### config.mk
export PLATFORM = sky130hd
export DESIGN_NAME = mem_wb_stage_flat
export DESIGN_NICKNAME = d
export VERILOG_FILES = /design/src/rtl/mem_wb_stage_pkg.sv /design/src/rtl/mem_wb_stage_if.sv /design/src/rtl/mem_wb_stage_timer.sv /design/src/rtl/mem_wb_stage.sv /design/src/flat_wrapper.sv
export SDC_FILE = /design/constraint.sdc
export NUM_CORES = 1
export LEC_CHECK = 0
export BUFFER_PORTS_ARGS = -buffer_cell sky130_fd_sc_hd__clkbuf_2
export CORE_MARGIN = 1
export CORE_UTILIZATION = 45
export DETAILED_ROUTE_END_ITERATION = 10
export GPL_TIMING_DRIVEN = 0
export PLACE_DENSITY_LB_ADDON = 0.15
export SYNTH_ARGS = -nofsm -noshare
export SYNTH_HDL_FRONTEND = slang
export SYNTH_HIERARCHICAL = 1
export SYNTH_SLANG_ARGS = --single-unit
export TNS_END_PERCENT = 100
### constraint.sdc
create_clock -name clk -period 2.2 [get_ports clk]
set_clock_uncertainty 0.2 [all_clocks]
set_input_delay 0.22 -clock clk [delete_from_list [all_inputs] [get_ports clk]]
set_output_delay 0.22 -clock clk [all_outputs]
set_load 0.03 [all_outputs]
### src/rtl/mem_wb_stage_pkg.sv
// Shared types and constants for the MEM/WB stage: FSM encoding, widths and
// the alignment helper used to screen data-memory accesses.
package mem_wb_stage_pkg;

  localparam int DATA_W_DEF = 32;
  localparam int REG_W      = 5;

  typedef enum logic {
    ST_IDLE = 1'b0,
    ST_WAIT = 1'b1
  } state_t;

  // A word access must have its two low address bits clear.
  function automatic logic is_misaligned(input logic [1:0] addr_lsb);
    return addr_lsb != 2'b00;
  endfunction

endpackage

### src/rtl/mem_wb_stage_if.sv
// Data-memory request/acknowledge bus.
//   req is held high by the stage while an access is outstanding, together with
//   stable we/addr/wdata; the memory answers with ack=1 for exactly the cycle in
//   which the access completes, with rdata valid in that same cycle. A request
//   may be withdrawn without an ack (timeout abort or reset), so the memory side
//   must tolerate a dropped request.
interface mem_wb_stage_if #(
  parameter int DATA_W = 32
);
  logic              req;
  logic              we;
  logic [DATA_W-1:0] addr;
  logic [DATA_W-1:0] wdata;
  logic [DATA_W-1:0] rdata;
  logic              ack;

  modport master (
    output req, we, addr, wdata,
    input  rdata, ack
  );

  modport slave (
    input  req, we, addr, wdata,
    output rdata, ack
  );
endinterface

### src/rtl/mem_wb_stage_timer.sv
// Wait-cycle counter for an outstanding memory access. Kept apart from the FSM
// so the abort threshold lives in one place.
module mem_wb_stage_timer #(
  parameter int TIMEOUT = 16
) (
  input  logic clk,
  input  logic rst_n,
  input  logic clear,
  input  logic enable,
  output logic expired
);

  localparam int CNT_W = $clog2(TIMEOUT + 1);
  localparam logic [CNT_W-1:0] LIMIT = CNT_W'(TIMEOUT);

  logic [CNT_W-1:0] count_q;

  // Count unanswered request cycles; clear wins over enable.
  always_ff @(posedge clk) begin
    if (!rst_n) begin
      count_q <= '0;
    end else if (clear) begin
      count_q <= '0;
    end else if (enable) begin
      count_q <= count_q + CNT_W'(1);
    end
  end

  assign expired = (count_q == LIMIT);

endmodule

### src/rtl/mem_wb_stage.sv
// MEM/WB stage: performs the data-memory access for the instruction leaving
// EX/MEM, stalls upstream while the access is outstanding, and registers the
// write-back result. Misaligned and timed-out accesses raise sticky flags.
module mem_wb_stage
  import mem_wb_stage_pkg::*;
#(
  parameter int DATA_W  = DATA_W_DEF,
  parameter int TIMEOUT = 16
) (
  input  logic              clk,
  input  logic              rst_n,
  input  logic              regWrite_MEM,
  input  logic              memToReg_MEM,
  input  logic              memWrite_MEM,
  input  logic              enable_MEM,
  input  logic [DATA_W-1:0] ALUresult_MEM,
  input  logic [REG_W-1:0]  writeReg_MEM,
  input  logic [DATA_W-1:0] editData_MEM,
  output logic              stall_MEM,
  mem_wb_stage_if.master    dmem,
  output logic              regWrite_WB,
  output logic [REG_W-1:0]  writeReg_WB,
  output logic [DATA_W-1:0] writeData_WB,
  output logic              bus_err,
  output logic              misalign_err,
  output state_t            dbg_state
);

  state_t state_q, state_d;

  // Holding copies of the access, used for the whole WAIT period.
  logic [DATA_W-1:0] h_addr, h_wdata;
  logic              h_we, h_m2r, h_rw;
  logic [REG_W-1:0]  h_reg;

  // Completion sources: live fields in IDLE (zero-wait), held fields in WAIT.
  logic [DATA_W-1:0] c_addr;
  logic              c_we, c_m2r, c_rw;
  logic [REG_W-1:0]  c_reg;

  logic              mem_op;
  logic              req, we, stall;
  logic [DATA_W-1:0] addr, wdata;
  logic              capture, complete, bubble, pass;
  logic              set_mis, set_bus;
  logic              t_clear, t_en, t_expired;

  assign mem_op = enable_MEM | memWrite_MEM;

  mem_wb_stage_timer #(.TIMEOUT(TIMEOUT)) u_timer (
    .clk     (clk),
    .rst_n   (rst_n),
    .clear   (t_clear),
    .enable  (t_en),
    .expired (t_expired)
  );

  // State register.
  always_ff @(posedge clk) begin
    if (!rst_n) state_q <= ST_IDLE;
    else        state_q <= state_d;
  end

  // Next state, bus drive, stall and write-back control.
  always_comb begin
    state_d  = state_q;
    req      = 1'b0;
    we       = memWrite_MEM;
    addr     = ALUresult_MEM;
    wdata    = editData_MEM;
    stall    = 1'b0;
    capture  = 1'b0;
    complete = 1'b0;
    bubble   = 1'b0;
    pass     = 1'b0;
    set_mis  = 1'b0;
    set_bus  = 1'b0;
    t_clear  = 1'b0;
    t_en     = 1'b0;
    c_addr   = ALUresult_MEM;
    c_we     = memWrite_MEM;
    c_m2r    = memToReg_MEM;
    c_rw     = regWrite_MEM;
    c_reg    = writeReg_MEM;
    case (state_q)
      ST_IDLE: begin
        if (!mem_op) begin
          pass    = 1'b1;
          t_clear = 1'b1;
        end else if (is_misaligned(ALUresult_MEM[1:0])) begin
          set_mis = 1'b1;
          bubble  = 1'b1;
          t_clear = 1'b1;
        end else begin
          req     = 1'b1;
          capture = 1'b1;
          if (dmem.ack) begin
            complete = 1'b1;
            t_clear  = 1'b1;
          end else begin
            stall   = 1'b1;
            bubble  = 1'b1;
            t_en    = 1'b1;
            state_d = ST_WAIT;
          end
        end
      end
      ST_WAIT: begin
        req    = 1'b1;
        we     = h_we;
        addr   = h_addr;
        wdata  = h_wdata;
        c_addr = h_addr;
        c_we   = h_we;
        c_m2r  = h_m2r;
        c_rw   = h_rw;
        c_reg  = h_reg;
        if (dmem.ack) begin
          complete = 1'b1;
          t_clear  = 1'b1;
          state_d  = ST_IDLE;
        end else if (t_expired) begin
          set_bus = 1'b1;
          bubble  = 1'b1;
          t_clear = 1'b1;
          state_d = ST_IDLE;
        end else begin
          stall  = 1'b1;
          bubble = 1'b1;
          t_en   = 1'b1;
        end
      end
      default: state_d = ST_IDLE;
    endcase
    // No request or stall may escape while reset is asserted.
    if (!rst_n) begin
      req   = 1'b0;
      stall = 1'b0;
    end
  end

  assign dmem.req   = req;
  assign dmem.we    = we;
  assign dmem.addr  = addr;
  assign dmem.wdata = wdata;
  assign stall_MEM  = stall;
  assign dbg_state  = state_q;

  // Capture the access when it is launched from IDLE.
  always_ff @(posedge clk) begin
    if (!rst_n) begin
      h_addr  <= '0;
      h_wdata <= '0;
      h_we    <= 1'b0;
      h_m2r   <= 1'b0;
      h_rw    <= 1'b0;
      h_reg   <= '0;
    end else if (capture) begin
      h_addr  <= ALUresult_MEM;
      h_wdata <= editData_MEM;
      h_we    <= memWrite_MEM;
      h_m2r   <= memToReg_MEM;
      h_rw    <= regWrite_MEM;
      h_reg   <= writeReg_MEM;
    end
  end

  // MEM/WB register: ALU pass-through, access completion, or bubble.
  always_ff @(posedge clk) begin
    if (!rst_n) begin
      regWrite_WB  <= 1'b0;
      writeReg_WB  <= '0;
      writeData_WB <= '0;
    end else if (pass) begin
      regWrite_WB  <= regWrite_MEM;
      writeReg_WB  <= writeReg_MEM;
      writeData_WB <= ALUresult_MEM;
    end else if (complete) begin
      regWrite_WB  <= c_rw & ~c_we;
      writeReg_WB  <= c_reg;
      writeData_WB <= c_m2r ? dmem.rdata : c_addr;
    end else if (bubble) begin
      regWrite_WB  <= 1'b0;
    end
  end

  // Sticky error flags, cleared only by reset.
  always_ff @(posedge clk) begin
    if (!rst_n) begin
      bus_err      <= 1'b0;
      misalign_err <= 1'b0;
    end else begin
      if (set_bus) bus_err      <= 1'b1;
      if (set_mis) misalign_err <= 1'b1;
    end
  end

endmodule

### src/flat_wrapper.sv
// flat-port wrapper written by rule: the top's interface ports become plain ports
module mem_wb_stage_flat import mem_wb_stage_pkg::*;
#(
  parameter int DATA_W  = DATA_W_DEF,
  parameter int TIMEOUT = 16
)
  (clk, rst_n, regWrite_MEM, memToReg_MEM, memWrite_MEM, enable_MEM, ALUresult_MEM, writeReg_MEM, editData_MEM, stall_MEM, regWrite_WB, writeReg_WB, writeData_WB, bus_err, misalign_err, dbg_state, dmem_req, dmem_we, dmem_addr, dmem_wdata, dmem_rdata, dmem_ack);
  mem_wb_stage_if #(.DATA_W(DATA_W)) dmem_i ();
  input  logic clk;
  input  logic rst_n;
  input  logic regWrite_MEM;
  input  logic memToReg_MEM;
  input  logic memWrite_MEM;
  input  logic enable_MEM;
  input  logic [DATA_W-1:0] ALUresult_MEM;
  input  logic [REG_W-1:0] writeReg_MEM;
  input  logic [DATA_W-1:0] editData_MEM;
  output logic stall_MEM;
  output logic regWrite_WB;
  output logic [REG_W-1:0] writeReg_WB;
  output logic [DATA_W-1:0] writeData_WB;
  output logic bus_err;
  output logic misalign_err;
  output state_t dbg_state;
  output wire logic [$bits(dmem_i.req)-1:0] dmem_req;
  output wire logic [$bits(dmem_i.we)-1:0] dmem_we;
  output wire logic [$bits(dmem_i.addr)-1:0] dmem_addr;
  output wire logic [$bits(dmem_i.wdata)-1:0] dmem_wdata;
  input wire logic [$bits(dmem_i.rdata)-1:0] dmem_rdata;
  input wire logic [$bits(dmem_i.ack)-1:0] dmem_ack;
  assign dmem_req = dmem_i.req;
  assign dmem_we = dmem_i.we;
  assign dmem_addr = dmem_i.addr;
  assign dmem_wdata = dmem_i.wdata;
  assign dmem_i.rdata = dmem_rdata;
  assign dmem_i.ack = dmem_ack;
  mem_wb_stage #(.DATA_W(DATA_W), .TIMEOUT(TIMEOUT)) u_core (.clk(clk), .rst_n(rst_n), .regWrite_MEM(regWrite_MEM), .memToReg_MEM(memToReg_MEM), .memWrite_MEM(memWrite_MEM), .enable_MEM(enable_MEM), .ALUresult_MEM(ALUresult_MEM), .writeReg_MEM(writeReg_MEM), .editData_MEM(editData_MEM), .stall_MEM(stall_MEM), .dmem(dmem_i), .regWrite_WB(regWrite_WB), .writeReg_WB(writeReg_WB), .writeData_WB(writeData_WB), .bus_err(bus_err), .misalign_err(misalign_err), .dbg_state(dbg_state));
endmodule
# Word level (Yosys, flattened, before mapping)
# Cells that the tools add are included.
[word_totals]
output_inout_bits = 108
register_bits = 118
word_cells = 69
[op_classes]
mux = 45
eq_ne = 1
addsub = 1
bitwise = 5
reduce_logical = 4
[ops]
columns = ["op", "count"]
rows = [
  ["32-bit two-way mux", 5],
  ["1-bit two-way mux", 32],
  ["5-bit two-way mux", 3],
  ["1-bit one-hot mux with 2 select lines", 5],
  ["5-bit by 1-bit adder with 5-bit output, second input constant", 1],
  ["5-bit equality test, second input constant", 1],
  ["2-bit nonzero test", 2],
  ["1-bit inverter", 3],
  ["3-bit nonzero test", 1],
  ["2-bit OR reduction", 1],
  ["1-bit AND", 1],
  ["1-bit bitwise OR", 1],
]

# Depth between registers and ports, before layout
[depth]
depth_word = 7
mapped_depth = 10
mapped_depth_nobuf = 9

# Modules after synthesis
# Netlist, hierarchy kept.
[by_module_without_submodules]
columns = ["mod", "instances", "area_per_inst_um2", "seq_area_each_um2", "cells_per_inst"]
rows = [
  ["mem_wb_stage", 1, 6578.8, 2262.2, 710],
  ["mem_wb_stage_timer", 1, 267.8, 100.1, 28],
]

# Worst setup path after synthesis
# OpenSTA, ideal clock, no wires.
[synth_path]
kind = "reg-to-output"
from = "reg u_core.state_q (netlist: u_core/dbg_state)"
to = "out stall_MEM"
setup_slack_ns = -0.072
arrival_ns = 1.852
t_required_ns = 1.780
stages_incl_launch_ff = 7
cell_sequence = "dfxtp_1 buf_2 buf_2 buf_2 nand2_1 nand2_1 nor3_1"
[synth_between]
elab_chain_len = 3
[synth_lines]
columns = ["element", "line_no", "source"]
rows = [
  ["start, declared", "mem_wb_stage.sv:29", "state_t state_q, state_d;"],
  ["start signal, assigned", "mem_wb_stage.sv:61", "else state_q <= state_d;"],
  ["1-bit inverter", "mem_wb_stage.sv:85", "case (state_q)"],
  ["1-bit one-hot mux with 2 select lines (*)", "mem_wb_stage.sv:85", ""],
  ["1-bit two-way mux (*)", "mem_wb_stage.sv:136", "if (!rst_n) begin"],
  ["end, declared", "flat_wrapper.sv:18", "output logic stall_MEM;"],
]
# Mark *: on every way between the ends. The rest lies on a longest branch, timed or not.

# Final worst setup path
[layout_path]
from = "reg u_core.state_q (netlist: u_core/dbg_state)"
to = "out dmem_addr[22]"
[layout_between]
elab_chain_len = 1
[layout_lines]
columns = ["element", "line_no", "source"]
rows = [
  ["32-bit two-way mux", "mem_wb_stage.sv:85", ""],
  ["end, declared", "flat_wrapper.sv:27", "output wire logic [$bits(dmem_i.addr)-1:0] dmem_addr;"],
]
# No other way between the ends.

==> impl_table.tex <==
\begin{tabular}{lr}
\hline
Metric & Value \\
\hline
\multicolumn{2}{l}{\textbf{Status}} \\
Run status & complete, but fails checks \\
Failing checks & DRC \\
\multicolumn{2}{l}{\textbf{Job}} \\
Max-cap violations & 0 \\
\multicolumn{2}{l}{\textbf{Route}} \\
DR vias & 6981 \\
Topmost layer with routed signal wires & met4 \\
Post-detailed-route count of antenna-violating nets & 0 \\
Met1 routed wirelength after detailed routing & just under 10 mm \\
Total length of routed wires & roughly 22 mm \\
Initial detailed-routing violation count & 473 \\
Drt first pass iters & 10 \\
Routed length per instance & 17.6 µm \\
Routed length on met2 & 10.4 mm \\
DRC violation count after routing & 13 \\
Via density per instance & 5.60 \\
Routed wire length on met3 & approximately 1.2 mm \\
\multicolumn{2}{l}{\textbf{Yosys}} \\
Mean cell area of the mapped netlist & between 9 and 10 µm² \\
Most frequently used cell type in the post-synthesis netlist & dfxtp\_1 \\
Biggest area contributors in the synthesized netlist & dfxtp\_1 35\%, mux2\_2 14\%, mux2i\_1 11\% \\
Yosys Warn Count & 6 \\
Sequential-to-total area share from yosys stat & 0.345 \\
Number of synthesized flops with an enable pin & 0 \\
Post-synthesis register bit count & 118 \\
Fraction of registers with async set/reset & 0 \\
Number of library cell types mapped by synthesis & 38 \\
Most common library cells after synthesis & 118 x dfxtp\_1, 85 x mux2\_2, 72 x mux2i\_1 \\
Share of the synthesized area in the top cell type & 0.345 \\
Post-Syn Nets & 848 \\
Area of the mapped netlist & 6850 µm² \\
Count of mapped cells out of synthesis & 738 \\
Top cell type by total area after synthesis & dfxtp\_1 \\
Most used DFF post-synth & dfxtp\_1 \\
\multicolumn{2}{l}{\textbf{Global route}} \\
Maximum number of pins on one net before global-route repair & 20 \\
Global-route wire length before repair & $\sim$35 mm \\
Overflow after GRT & 0 \\
Global Route Usage Sum & 0.280 \\
Initial antenna violation count & 0 \\
Vias in the first global route & 6665 \\
\multicolumn{2}{l}{\textbf{Setup path}} \\
Worst setup slack for register-to-register paths & 0.12 ns \\
Crit path kind & flop to primary output \\
Worst reg2reg endpoint & u\_core/h\_rw\$\_SDFFE\_PN0P\_ \\
CP Data Arrival Time & 1.74 ns \\
Cell count of the worst reg-to-reg path & 7 \\
Biggest fanout along the worst timing path & 10 \\
Critical Path End Type & primary output \\
Worst endpoint required time & 1.78 ns \\
Critical Path Source Type & flop \\
Worst R2R Start & u\_core/dbg\_state\$\_DFF\_P\_ \\
\multicolumn{2}{l}{\textbf{Clock network}} \\
Clock buffers created by TritonCTS & 17 \\
Root buffer selected by CTS & clkbuf\_16 \\
Maximum count of clock buffers along a single path & 2 \\
Clk\_lat worst skew & 0.42 ns \\
Sinks on the clock net & approximately 120 \\
Number of H-tree branching levels & 4 \\
Clock tree from TritonCTS & yes \\
Register clock-pin slew on the reported worst setup and hold paths & 0.05 ns \\
\multicolumn{2}{l}{\textbf{Cells and area}} \\
Nets@finish & 1159 \\
Layout Area Growth over Synthesis & 42.6\% \\
Biggest regs & u\_core/h\_addr: 32 flops, u\_core/h\_wdata: 32 flops, u\_core/writeData\_WB: 32 flops \\
Area taken by multi-input logic gates & 4120 µm² \\
Combined flip-flop and latch cell area & about 2400 µm² \\
Layout filler cell count & 1238 \\
Layout cell share with drive strength beyond 1 & 0.375 \\
Fin util & 0.664 \\
Antenna cell count & 0 \\
\multicolumn{2}{l}{\textbf{Power and ir drop}} \\
IR Drop Worst-Case VDD & 0.532 mV \\
Static Leakage & a little over 4 nW \\
Cell area power density & approximately 670 nW/µm² \\
\multicolumn{2}{l}{\textbf{Worst hold path}} \\
Worst Hold End & u\_core/u\_timer/count\_q[0]\$\_SDFFE\_PP0P\_ \\
Worst hold path type & input pin to flop \\
Count of cells along the worst hold path & 3 \\
Critical hold path startpoint & rst\_n \\
\multicolumn{2}{l}{\textbf{Floorplan}} \\
Initial core utilization & 0.466 \\
Die outline area & 15700 µm² \\
DIE HEIGHT & about 130 µm \\
Placement row count & 44 \\
Number of top-level design ports & $\sim$220 \\
Placeable core region & 14700 µm² \\
Die width & approximately 130 µm \\
\multicolumn{2}{l}{\textbf{Placement}} \\
Post-detailed-placement half-perimeter wirelength & 14.7 mm \\
Final estimated routing congestion in global placement & 0.812 \\
Total of buffers placed on input and output ports & 214 \\
Setup Slack @ Placement & -0.246 ns \\
\multicolumn{2}{l}{\textbf{Timing}} \\
Final setup slack of the worst path & 0.0395 ns \\
Max-slew violation total from the final report & 0 \\
Final cycle utilization of the critical path & 0.982 \\
Unrepaired setup endpoints after global routing & yes \\
Relative slew margins & 0.490 \\
Final hold vios & 0 \\
Final count of negative-setup-slack endpoints & 0 \\
Final worst path period need & 2.16 ns \\
Transition time at the pin with the least slew margin & about 0.76 ns \\
Max Clock Freq & 463 MHz \\
\hline
\end{tabular}
==> layer usage <==
layer / vias to the layer above / GRT usage
li1: 3385 / -
met4: 0 / 0.113
met5: - / 0
met2: 247 / 0.452
met3: 36 / 0.0479
met1: 3313 / 0.372
==> worst max path at each step <==
stage,start,to,slack (ns),cells past startpoint
floorplan,u_core/dbg_state$_DFF_P_,u_core/u_timer/count_q[2]$_SDFFE_PP0P_,0.01,9
global placement,u_core/dbg_state$_DFF_P_,u_core/u_timer/count_q[3]$_SDFFE_PP0P_,-0.23,9
detailed placement,u_core/dbg_state$_DFF_P_,u_core/u_timer/count_q[3]$_SDFFE_PP0P_,-0.25,9
CTS,u_core/dbg_state$_DFF_P_,dmem_wdata[9],0.009,5
global route,u_core/u_timer/count_q[1]$_SDFFE_PP0P_,stall_MEM,-0.02,8
finish,u_core/dbg_state$_DFF_P_,dmem_addr[22],0.04,5
==> repair_timing <==
action / 4_1_cts / 5_1_grt
resized for setup: 39 / 37
hold buffers: 73 / 0
buffers inserted: 4 / 1
pin swaps: 1 / 1
gates cloned: 0 / 2
endpoints found under the setup margin: 72 / 55
endpoints found under the hold margin: 105 / 0
==> critical path, cell delays in order, from the launching register on <==
cell	delay (ns)
dfxtp_4	0.38
buf_8	0.13
buf_12	0.14
buf_12	0.14
mux2_2	0.34
clkbuf_4	0.18
==> layout make-up <==
type                            count  share of cell area
Tap cell                          184              0.0236
Inverter                            4             0.00154
Sequential cell                   118               0.243
Buffer                             79              0.0515
Clock inverter                     10              0.0128
Clock buffer                       22              0.0496
Multi-Input combinational cell    535               0.422
Timing Repair Buffer              294               0.197
==> cell usage in the layout (no fill, tap or decap), drive strengths merged, types with 3 or more instances in the layout <==
cell,count
clkbuf,251
dfxtp,118
mux2,102
dlygate4sd3,73
mux2i,72
o21ai,71
buf,71
a21boi,70
nand3,69
nand2,48
o2111ai,32
o211ai,32
clkinv,7
nor2,5
inv,4
nand4,4
nor3,4
bufinv,3
nand3b,3
a21oi,3
==> report_power, final <==
| part | leakage [nW] | switching (W) | internal [W] |
|---|---|---|---|
| Clock | 0.309 | 0.000975 | 0.00188 |
| Combinational | 2.75 | 0.000804 | 0.000572 |
| Sequential | 0.965 | 0.0000640 | 0.00225 |
| Total | 4.02 | 0.00184 | 0.00470 |
==> metrics by stage <==
step / instances / area, µm² / power [W] / hold WS, ns / TNS [ns]
after CTS: 1243 / 9640 / 0.00656 / 0.00682 / 0
after global placement: 1136 / 8150 / 0.00357 / 0.246 / -7.04
after floorplan: 738 / 6850 / 0.00316 / 0.146 / 0
final: 1246 / 9760 / 0.00655 / 0.0216 / 0
after detailed placement: 1136 / 8150 / 0.00358 / 0.256 / -7.87
after global routing: 1246 / 9760 / 0.00681 / 0.0137 / -0.0472
==> cell families (layout without fill, tap and decap cells) <==
family | after synthesis | after routing | synth area share
DFF | 118 | 118 | 0.345
muxes | 174 | 174 | 0.273
AOI/OAI and AO/OA | 212 | 212 | 0.213
and+or+nand+nor | 146 | 146 | 0.106
buffers and inverters | 85 | 409 | 0.0585
xor gates and xnor gates | 1 | 1 | 0.00128
adders and majority gates | 2 | 2 | 0.00365
Note: power is estimated with default switching activity, not from simulation.
